### src/rtl/arm_dp_pkg.sv
// Shared constants, FSM state type and opcode classifiers for the ARM data-processing controller.
package arm_dp_pkg;

  localparam logic [3:0] OP_AND = 4'd0;
  localparam logic [3:0] OP_EOR = 4'd1;
  localparam logic [3:0] OP_SUB = 4'd2;
  localparam logic [3:0] OP_RSB = 4'd3;
  localparam logic [3:0] OP_ADD = 4'd4;
  localparam logic [3:0] OP_ADC = 4'd5;
  localparam logic [3:0] OP_SBC = 4'd6;
  localparam logic [3:0] OP_RSC = 4'd7;
  localparam logic [3:0] OP_TST = 4'd8;
  localparam logic [3:0] OP_TEQ = 4'd9;
  localparam logic [3:0] OP_CMP = 4'd10;
  localparam logic [3:0] OP_CMN = 4'd11;
  localparam logic [3:0] OP_ORR = 4'd12;
  localparam logic [3:0] OP_MOV = 4'd13;
  localparam logic [3:0] OP_BIC = 4'd14;
  localparam logic [3:0] OP_MVN = 4'd15;

  localparam logic [3:0] COND_EQ = 4'd0;
  localparam logic [3:0] COND_NE = 4'd1;
  localparam logic [3:0] COND_CS = 4'd2;
  localparam logic [3:0] COND_CC = 4'd3;
  localparam logic [3:0] COND_MI = 4'd4;
  localparam logic [3:0] COND_PL = 4'd5;
  localparam logic [3:0] COND_VS = 4'd6;
  localparam logic [3:0] COND_VC = 4'd7;
  localparam logic [3:0] COND_HI = 4'd8;
  localparam logic [3:0] COND_LS = 4'd9;
  localparam logic [3:0] COND_GE = 4'd10;
  localparam logic [3:0] COND_LT = 4'd11;
  localparam logic [3:0] COND_GT = 4'd12;
  localparam logic [3:0] COND_LE = 4'd13;
  localparam logic [3:0] COND_AL = 4'd14;
  localparam logic [3:0] COND_NV = 4'd15;

  typedef enum logic [2:0] {IDLE, READ, EXEC, WB, SKIP} state_t;

  // Compare-type ops: flags only, never a register write.
  function automatic logic is_test_op(input logic [3:0] op);
    logic r;
    case (op)
      OP_TST, OP_TEQ, OP_CMP, OP_CMN: r = 1'b1;
      default:                        r = 1'b0;
    endcase
    return r;
  endfunction

  // Logical ops take C from the shifter and leave V alone.
  function automatic logic is_logical_op(input logic [3:0] op);
    logic r;
    case (op)
      OP_AND, OP_EOR, OP_TST, OP_TEQ,
      OP_ORR, OP_MOV, OP_BIC, OP_MVN: r = 1'b1;
      OP_SUB, OP_RSB, OP_ADD, OP_ADC,
      OP_SBC, OP_RSC, OP_CMP, OP_CMN: r = 1'b0;
      default:                        r = 1'b0;
    endcase
    return r;
  endfunction

endpackage

### src/rtl/cond_check.sv
// Combinational ARM condition-field evaluation against NZCV ({N,Z,C,V}).
module cond_check
  import arm_dp_pkg::*;
(
  input  logic [3:0] cond,
  input  logic [3:0] nzcv,
  output logic       pass
);

  logic n, z, c, v;

  assign n = nzcv[3];
  assign z = nzcv[2];
  assign c = nzcv[1];
  assign v = nzcv[0];

  always_comb begin
    pass = 1'b0;
    case (cond)
      COND_EQ: pass = z;
      COND_NE: pass = !z;
      COND_CS: pass = c;
      COND_CC: pass = !c;
      COND_MI: pass = n;
      COND_PL: pass = !n;
      COND_VS: pass = v;
      COND_VC: pass = !v;
      COND_HI: pass = c && !z;
      COND_LS: pass = !c || z;
      COND_GE: pass = (n == v);
      COND_LT: pass = (n != v);
      COND_GT: pass = !z && (n == v);
      COND_LE: pass = z || (n != v);
      COND_AL: pass = 1'b1;
      COND_NV: pass = 1'b0;
      default: pass = 1'b0;
    endcase
  end

endmodule

### src/rtl/dp_exec_ctrl.sv
// Sequences one data-processing instruction through the shared ALU and register file,
// owning the CPSR NZCV flags.
module dp_exec_ctrl
  import arm_dp_pkg::*;
#(
  parameter int unsigned DW = 32,
  parameter int unsigned RW = 4
) (
  input  logic          clk,
  input  logic          reset,
  input  logic          instr_valid,
  output logic          instr_ready,
  input  logic [3:0]    cond,
  input  logic [3:0]    opcode,
  input  logic          s_bit,
  input  logic [RW-1:0] rd,
  input  logic [RW-1:0] rn,
  input  logic [RW-1:0] rm,
  input  logic          op2_is_imm,
  input  logic [DW-1:0] op2_imm,
  input  logic          sh_carry,
  output logic [RW-1:0] rf_raddr_a,
  output logic [RW-1:0] rf_raddr_b,
  input  logic [DW-1:0] rf_rdata_a,
  input  logic [DW-1:0] rf_rdata_b,
  output logic [DW-1:0] alu_operand_a,
  output logic [DW-1:0] alu_operand_b,
  output logic [3:0]    alu_control,
  output logic          alu_carry_in,
  input  logic [DW-1:0] alu_result,
  input  logic [3:0]    alu_nzcv,
  output logic          rf_we,
  output logic [RW-1:0] rf_waddr,
  output logic [DW-1:0] rf_wdata,
  output logic          pc_we,
  output logic [3:0]    nzcv_q,
  output logic          done,
  output logic          executed
);

  state_t        state, state_d;
  logic          cond_pass;
  logic          accept, load_ops, capture, flag_we;
  logic [3:0]    nzcv_d;
  logic [3:0]    opcode_q;
  logic          s_q, imm_sel_q, shc_q;
  logic [DW-1:0] imm_q;
  logic [3:0]    cap_nzcv_q;

  cond_check u_cond_check (
    .cond (cond),
    .nzcv (nzcv_q),
    .pass (cond_pass)
  );

  always_ff @(posedge clk or negedge reset) begin
    if (!reset) state <= IDLE;
    else        state <= state_d;
  end

  // Next state, state-decoded strobes and the WB flag merge.
  always_comb begin
    state_d     = state;
    instr_ready = 1'b0;
    done        = 1'b0;
    executed    = 1'b0;
    rf_we       = 1'b0;
    pc_we       = 1'b0;
    accept      = 1'b0;
    load_ops    = 1'b0;
    capture     = 1'b0;
    flag_we     = 1'b0;
    nzcv_d      = nzcv_q;
    case (state)
      IDLE: begin
        instr_ready = 1'b1;
        if (instr_valid) begin
          accept  = 1'b1;
          state_d = cond_pass ? READ : SKIP;
        end
      end
      READ: begin
        load_ops = 1'b1;
        state_d  = EXEC;
      end
      EXEC: begin
        capture = 1'b1;
        state_d = WB;
      end
      WB: begin
        done     = 1'b1;
        executed = 1'b1;
        if (!is_test_op(opcode_q)) begin
          if (rf_waddr == RW'(15)) pc_we = 1'b1;
          else                     rf_we = 1'b1;
        end
        if (s_q || is_test_op(opcode_q)) begin
          flag_we = 1'b1;
          nzcv_d  = is_logical_op(opcode_q) ? {cap_nzcv_q[3:2], shc_q, nzcv_q[0]}
                                            : cap_nzcv_q;
        end
        state_d = IDLE;
      end
      SKIP: begin
        done    = 1'b1;
        state_d = IDLE;
      end
      default: state_d = IDLE;
    endcase
  end

  // Instruction latch, operand staging, result capture and CPSR flags.
  always_ff @(posedge clk or negedge reset) begin
    if (!reset) begin
      opcode_q      <= '0;
      s_q           <= 1'b0;
      imm_sel_q     <= 1'b0;
      imm_q         <= '0;
      shc_q         <= 1'b0;
      rf_raddr_a    <= '0;
      rf_raddr_b    <= '0;
      rf_waddr      <= '0;
      alu_operand_a <= '0;
      alu_operand_b <= '0;
      alu_control   <= '0;
      alu_carry_in  <= 1'b0;
      rf_wdata      <= '0;
      cap_nzcv_q    <= '0;
      nzcv_q        <= '0;
    end else begin
      if (accept) begin
        opcode_q   <= opcode;
        s_q        <= s_bit;
        imm_sel_q  <= op2_is_imm;
        imm_q      <= op2_imm;
        shc_q      <= sh_carry;
        rf_raddr_a <= rn;
        rf_raddr_b <= rm;
        rf_waddr   <= rd;
      end
      if (load_ops) begin
        alu_operand_a <= rf_rdata_a;
        alu_operand_b <= imm_sel_q ? imm_q : rf_rdata_b;
        alu_control   <= opcode_q;
        alu_carry_in  <= nzcv_q[1];
      end
      if (capture) begin
        rf_wdata   <= alu_result;
        cap_nzcv_q <= alu_nzcv;
      end
      if (flag_we) nzcv_q <= nzcv_d;
    end
  end

endmodule
### config.mk
export PLATFORM = sky130hd
export DESIGN_NAME = dp_exec_ctrl
export DESIGN_NICKNAME = d
export VERILOG_FILES = /design/src/rtl/arm_dp_pkg.sv /design/src/rtl/cond_check.sv /design/src/rtl/dp_exec_ctrl.sv
export SDC_FILE = /design/constraint.sdc
export NUM_CORES = 1
export LEC_CHECK = 0
export ABC_AREA = 0
export BUFFER_PORTS_ARGS = -buffer_cell sky130_fd_sc_hd__buf_2
export CORE_UTILIZATION = 43
export DETAILED_ROUTE_END_ITERATION = 6
export PLACE_DENSITY = 0.84
export SYNTH_ARGS = -nofsm -noshare
export SYNTH_HDL_FRONTEND = slang
export SYNTH_HIERARCHICAL = 1
export SYNTH_SLANG_ARGS = --single-unit
### constraint.sdc
create_clock -name clk -period 1.5 [get_ports clk]
set_input_delay 0.225 -clock clk [delete_from_list [all_inputs] [get_ports clk]]
set_output_delay 0.225 -clock clk [all_outputs]
set_load 0.02 [all_outputs]
## Yosys cells after proc, flatten, opt, wreduce, memory -nomap -nowiden

Memory sizes are Yosys's and may differ from the RTL's.
Index checks and enable logic that the tools add are counted.

| word-level totals | value |
|---|---|
| memories | 1 |
| input port bits | 158 |
| register bits | 163 |
| output and inout port bits | 122 |
| bits in read-only memories | 16 |
| word-level logic and storage cells | 86 |

| cells by class | value |
|---|---|
| bitwise operators | 1 |
| muxes and demuxes | 25 |
| reductions and logical operators | 15 |
| equal/unequal tests | 27 |

Memories:

| name | depth | width | rd ports | clocked after memory_dff | write ports | RTL line | text |
|---|---|---|---|---|---|---|---|
| (no name shown) | 16 | 1 | 1 | 0 | 0 | arm_dp_pkg.sv:53 | `case (op)` |

Operator list:

| operator | number |
|---|---|
| == test 4 bit, second input constant | 13 |
| two-way mux 32 bit | 1 |
| two-way mux 1 bit | 19 |
| == test 4 x 3 -> 1 bit, second input constant | 4 |
| case mux 1 bit (16 select lines) | 1 |
| case mux 3 bit (3 select lines) | 1 |
| == test 4 x 2 -> 1 bit, second input constant | 2 |
| == test 3 x 2 -> 1 bit, second input constant | 2 |
| two-way mux 3 bit | 2 |
| == test 4 x 1 -> 1 bit, second input constant | 1 |
| logical NOT 1 bit | 4 |
| logical NOT 4 bit | 1 |
| AND reduction 4 bit | 1 |
| OR reduction 4 bit | 1 |
| == test 3 x 1 -> 1 bit, second input constant | 1 |
| == test 3 bit, second input constant | 1 |
| logical NOT 3 bit | 1 |
| logical OR 1 bit | 3 |
| AND reduction 3 bit | 1 |
| logical AND 1 bit | 2 |
| two-way mux 2 bit | 1 |
| inequality test 2 bit, second input constant | 1 |
| OR reduction 2 bit | 1 |
| == test 1 bit | 1 |
| other kinds (2) | 2 |

## Longest topological paths before layout

| depth | value |
|---|---|
| word-level depth | 9 |
| depth in mapped cells | 8 |
| depth with buffers taken out | 7 |

## Hierarchy

The synthesis kept the hierarchy.

By module, submodules not included:

| module | times used | area each (µm²) | seq. area each (µm²) | cells each |
|---|---|---|---|---|
| dp_exec_ctrl | 1 | 6593.8 | 4078.9 | 437 |
| cond_check | 1 | 155.1 | 0.0 | 23 |

## Least setup slack after synthesis

No wires, ideal clock.

| path | value |
|---|---|
| kind | register to register |
| start | register state[0] |
| end | register imm_q[0] |
| arrival | 1580 ps |
| cell stages (with the launch flop) | 6 |
| library setup time | 125 ps |
| period minus slack after synthesis | 1705 ps |
| buffers on the path | 2 |
| path slack | -205 ps |
| required time | 1375 ps |
| path through | dfrtp_1 -> nor3_2 -> and2_1 -> buf_6 -> buf_6 -> mux2_4 |

| between the ends | value |
|---|---|
| cells in the longest elaborated chain, start to end | 2 |

Ends and longest elaborated chain:

| what | RTL line | text |
|---|---|---|
| start, declared | dp_exec_ctrl.sv:41 | `state_t state, state_d;` |
| start signal, assigned | dp_exec_ctrl.sv:58 | `else state <= state_d;` |
| logical NOT 3 bit | dp_exec_ctrl.sv:74 | `case (state)` |
| two-way mux 1 bit | dp_exec_ctrl.sv:74 |  |
| end signal, assigned | dp_exec_ctrl.sv:135 | `imm_q <= op2_imm;` |
| end, declared | dp_exec_ctrl.sv:47 | `logic [DW-1:0] imm_q;` |

Every way passes these cells.
A chain may end at the register's enable or synchronous reset.

## Worst setup path in the final report

| path | value |
|---|---|
| start | register nzcv_q[3] |
| end | register state[0] |

| between the ends | value |
|---|---|
| cells in the longest elaborated chain, start to end | 6 |
| elaborated cells between the ends (all ways) | 9 |
| classes of those cells | 2 x eq/ne; 4 x mux; 3 x reduce/logical |

Ends and longest elaborated chain:

| what | RTL line | text |
|---|---|---|
| start, declared | dp_exec_ctrl.sv:36 | `output logic [3:0] nzcv_q,` |
| start signal, assigned | dp_exec_ctrl.sv:151 | `if (flag_we) nzcv_q <= nzcv_d;` |
| inequality test 1 bit or == test 1 bit (tied branches) | n/a |  |
| logical OR 1 bit or logical AND 1 bit (tied branches) | cond_check.sv:33, cond_check.sv:32 |  |
| case mux 1 bit (16 select lines) * | cond_check.sv:19 | `case (cond)` |
| named net cond_pass | dp_exec_ctrl.sv:42 | `logic cond_pass;` |
| two-way mux 3 bit * | dp_exec_ctrl.sv:79 | `state_d = cond_pass ? READ : SKIP;` |
| two-way mux 3 bit * | dp_exec_ctrl.sv:77 | `if (instr_valid) begin` |
| case mux 3 bit (3 select lines) * | dp_exec_ctrl.sv:74 |  |

The timed path passes the listed nets; every way through them passes the cells marked *. The select of a mux whose other input is x is not followed.

==> summary.md <==
| Metric | Value |
|---|---|
| Reg2Reg Depth | `7` |
| CTS tree | `done` |
| DIE WIDTH | `127 um` |
| Flop-to-flop setup slack | `-240 ps` |
| FMAX | `0.574 GHz` |
| Port bufs | `279` |
| Unique masters post-synth | `34` |
| All-Layer GR Usage | `between 20% and 30%` |
| Clock sink count | `163` |
| Tcrit/Tclk final | `116%` |
| FF+latch count, synth | `163` |
| Cell Area, Synth | `6750 um^2` |
| Hold_ws | `23.3 ps` |
| Power per standard cell area | `2530 nW/um^2` |
| Worst Path Required | `1830 ps` |
| Multi-input gate area | `approximately 3000 um^2` |
| Fraction of registers with async set/reset | `100%` |
| Syn nets | `618` |
| LEAKAGE | `0.00534 uW` |
| WHS Path Cells | `3` |
| Vias in the first global route | `5457` |
| Fin util | `71.5%` |
| DR pass1 iterations | `4` |
| Hpwl dp | `11.4 mm` |
| Vias after detailed routing | `5154` |
| Drc violations | `0` |
| DRT antenna net count | `0` |
| Sum Neg Setup Slack | `-13530 ps` |
| Final min period | `1740 ps` |
| Worst-margin pin slew | `approximately 430 ps` |
| Top-count cell post-synth | `dfrtp_1` |
| Die Footprint | `16200 um^2` |
| Fillers | `982` |
| Worst Path Arrival | `2070 ps` |
| HP Start | `opcode[3]` |
| Fin nets | `977` |
| Outcome | `complete, but fails checks` |
| Ys flop type | `dfrtp_1` |
| Top cell type's share of synthesized area | `60.4%` |
| WL final | `approximately 20 mm` |
| Fin. max-slew vios | `0` |
| CP top delay family | `compound AO/OA/AOI/OAI gates` |
| Placer Congestion | `0.797` |
| Worst Skew | `8.95 ps` |
| Initial DRC Count | `154` |
| Max_slew headroom | `71.3%` |
| Fin area | `between 10000 and 15000 um^2` |
| Failing checks | `negative setup slack` |
| Site Rows | `45` |
| Final setup vio count | `135` |
| CTS buffer count | `17` |
| Area Overhead vs Synth | `61.6%` |
| Critical path's slowest cell | `dfrtp_2` |
| Post-DR vias/cell | `4.94` |
| MaxCap Viol Count | `0` |
| CTS clk-pin slew, worst paths | `roughly 60 ps` |
| Worst path buffer plus inverter count | `0` |
| Area leader, netlist | `dfrtp_1` |
| Hold Path Sink | `opcode_q[3]$_DFFE_PN0P_` |
| Worst skew pair latency | `420 ps` |
| Worst path max stage delay | `roughly 420 ps` |
| Ys Warns | `6` |
| Top Ports | `280` |
| Reg2reg start | `nzcv_q[3]$_DFFE_PN0P_` |
| H-tree lvl count | `4` |
| Final hold violations | `0` |
| Setup CP Type | `reg2reg` |
| Startpoint Class | `flip-flop` |
| Synth cell count leaders | `163 x dfrtp_1, 79 x mux2_2, 40 x mux2_4, 36 x a21oi_1, 36 x nor2_1` |
| Cells after synthesis | `460` |
| Dpl ws | `-147 ps` |
| Starting Density | `44.2%` |
| Largest net degree at the start of global routing | `80` |
| Root buf cell | `clkbuf_16` |
| Ranking of synthesized cells by area | `dfrtp_1 60%, mux2_2 13%, mux2_4 8.9%, mux2i_1 5.2%, a21oi_1 2.7%` |
| Worst vdd ir | `~0.0018 V` |
| Global route total overflow | `0` |
| Register area share after synthesis | `60.4%` |
| Reg-to-Reg End | `state[0]$_DFFE_PN0P_` |
| First-pass GRT wire length | `28.1 mm` |
| Mean Syn Cell Area | `around 15 um^2` |
| Crit-path cells | `xor2_2 > xor2_1 > a2111oi_2 > a311oi_1 > o22ai_1 > a21oi_1 > nor3_1` |
| Fin worst setup slack | `-242 ps` |
| DR WL/cell | `about 19 um` |
| Layout cells sized above 1 | `70.4%` |
| Initial antenna violation count | `1` |
| Setup crit end kind | `flip-flop` |
| Core Region | `15300 um^2` |
| Max clock buf depth | `2` |
| Register area | `4090 um^2` |
| Crit Path Max Fanout | `2` |
| Die H | `127 um` |
| Number of synthesized flops with an enable pin | `0` |
| Post-place instance area | `approximately 8600 um^2` |
| Hold crit path type | `in2reg` |
| RSZ-0062 raised after global routing | `yes` |
## sequential cells by signal (all words and copies together) (netlist names), 32 cells and up
| register | cells |
|---|---|
| alu_operand_a | 32 |
| alu_operand_b | 32 |
| imm_q | 32 |
| rf_wdata | 32 |
## through the flow
stage / std cells / power (uW)
final: 1043 / 27600
after global routing: 1043 / 28900
after CTS: 1030 / 25300
after detailed placement: 957 / 18100
after global placement: 957 / 17800
after floorplan: 460 / 14700
## cell families (layout without fill, tap and decap cells)
| kind of cell | after synthesis | count (layout) | share of synthesized area (%) |
|---|---|---|---|
| AOI/OAI and AO/OA | 48 | 48 | 3.89 |
| xor gates and xnor gates | 4 | 4 | 0.519 |
| buffers and inverters | 30 | 401 | 3.00 |
| DFF | 163 | 163 | 60.4 |
| muxes | 160 | 160 | 28.3 |
| other | 0 | 1 | 0 |
| and+or+nand+nor | 55 | 55 | 3.87 |
## layout make-up
type	instances	share of cell area, %
flip-flops and latches	163	37.5
multi-input cells	267	28.3
repair buffers	367	26.0
clock buffers	19	4.06
well taps	211	2.42
clock inverters	12	1.66
inverters	3	0.103
diodes	1	0.0229
## metal layers
| metal | track usage (%) | routed length, um | vias to the layer above |
|---|---|---|---|
| met2 | 40.5 | 10200 | 206 |
| met3 | 6.53 | 1160 | 23 |
| met4 | 7.63 | 316 | 0 |
| li1 | - | - | 2327 |
| met5 | 0 | 0 | - |
| met1 | 26.7 | 8120 | 2598 |
## tightest hold or removal path, stage by stage
cell and delay (ps):
buf_2 80, nand2_1 30, o21ai_0 60
## repair_timing
action / 4_1_cts / 5_1_grt
resized for setup: 63 / 174
cloned: 16 / 5
buffers inserted: 25 / 17
hold buffers: 1 / 0
pin swaps: 2 / 6
setup endpoints to repair: 144 / 167
endpoints found under the hold margin: 148 / 0
## worst max path at each step
stage                           from                    to  slack, ps  depth (start not counted)
2_1_floorplan   state[0]$_DFFE_PN0P_  imm_q[0]$_DFFE_PN0P_       -130                          5
3_3_place_gp   nzcv_q[3]$_DFFE_PN0P_  state[0]$_DFFE_PN0P_       -120                          7
3_5_place_dp   nzcv_q[3]$_DFFE_PN0P_  state[0]$_DFFE_PN0P_       -150                          7
4_1_cts         state[1]$_DFFE_PN0P_                  done       -200                          4
5_1_grt        nzcv_q[3]$_DFFE_PN0P_  state[0]$_DFFE_PN0P_       -410                          7
6_report       nzcv_q[3]$_DFFE_PN0P_  state[0]$_DFFE_PN0P_       -240                          7
## cell usage in the layout, fill, tap and decap left out, types with 2 or more instances in the layout
cell type   synthesis  final
buf_16              0     10
buf_6               6     24
nand2_1             3      2
mux2_4             40    125
clkinv_4            0      2
clkinvlp_4          0      4
buf_4               8     20
o21ai_2             1      2
nor3b_4             0      2
bufinv_16           0      4
nor3_1              2      2
xor2_1              3      2
o21ai_0             5      3
clkbuf_16           0     22
buf_8               0      9
mux2i_1            35     35
buf_12              0     25
a21oi_1            36     10
nor2_1             36     17
nor2_4              0     18
inv_1               3      3
a21oi_2             0     26
buf_2              12    273
dfrtp_1           163    157
dfrtp_2             0      6
nor2b_1             4      4
## power breakdown
group          internal (uW)  switching (uW)
Combinational           8120            6700
Sequential              6670            1490
Clock                   2830            1770
Total                  17600            9960
(Power assumes the default switching activity.)
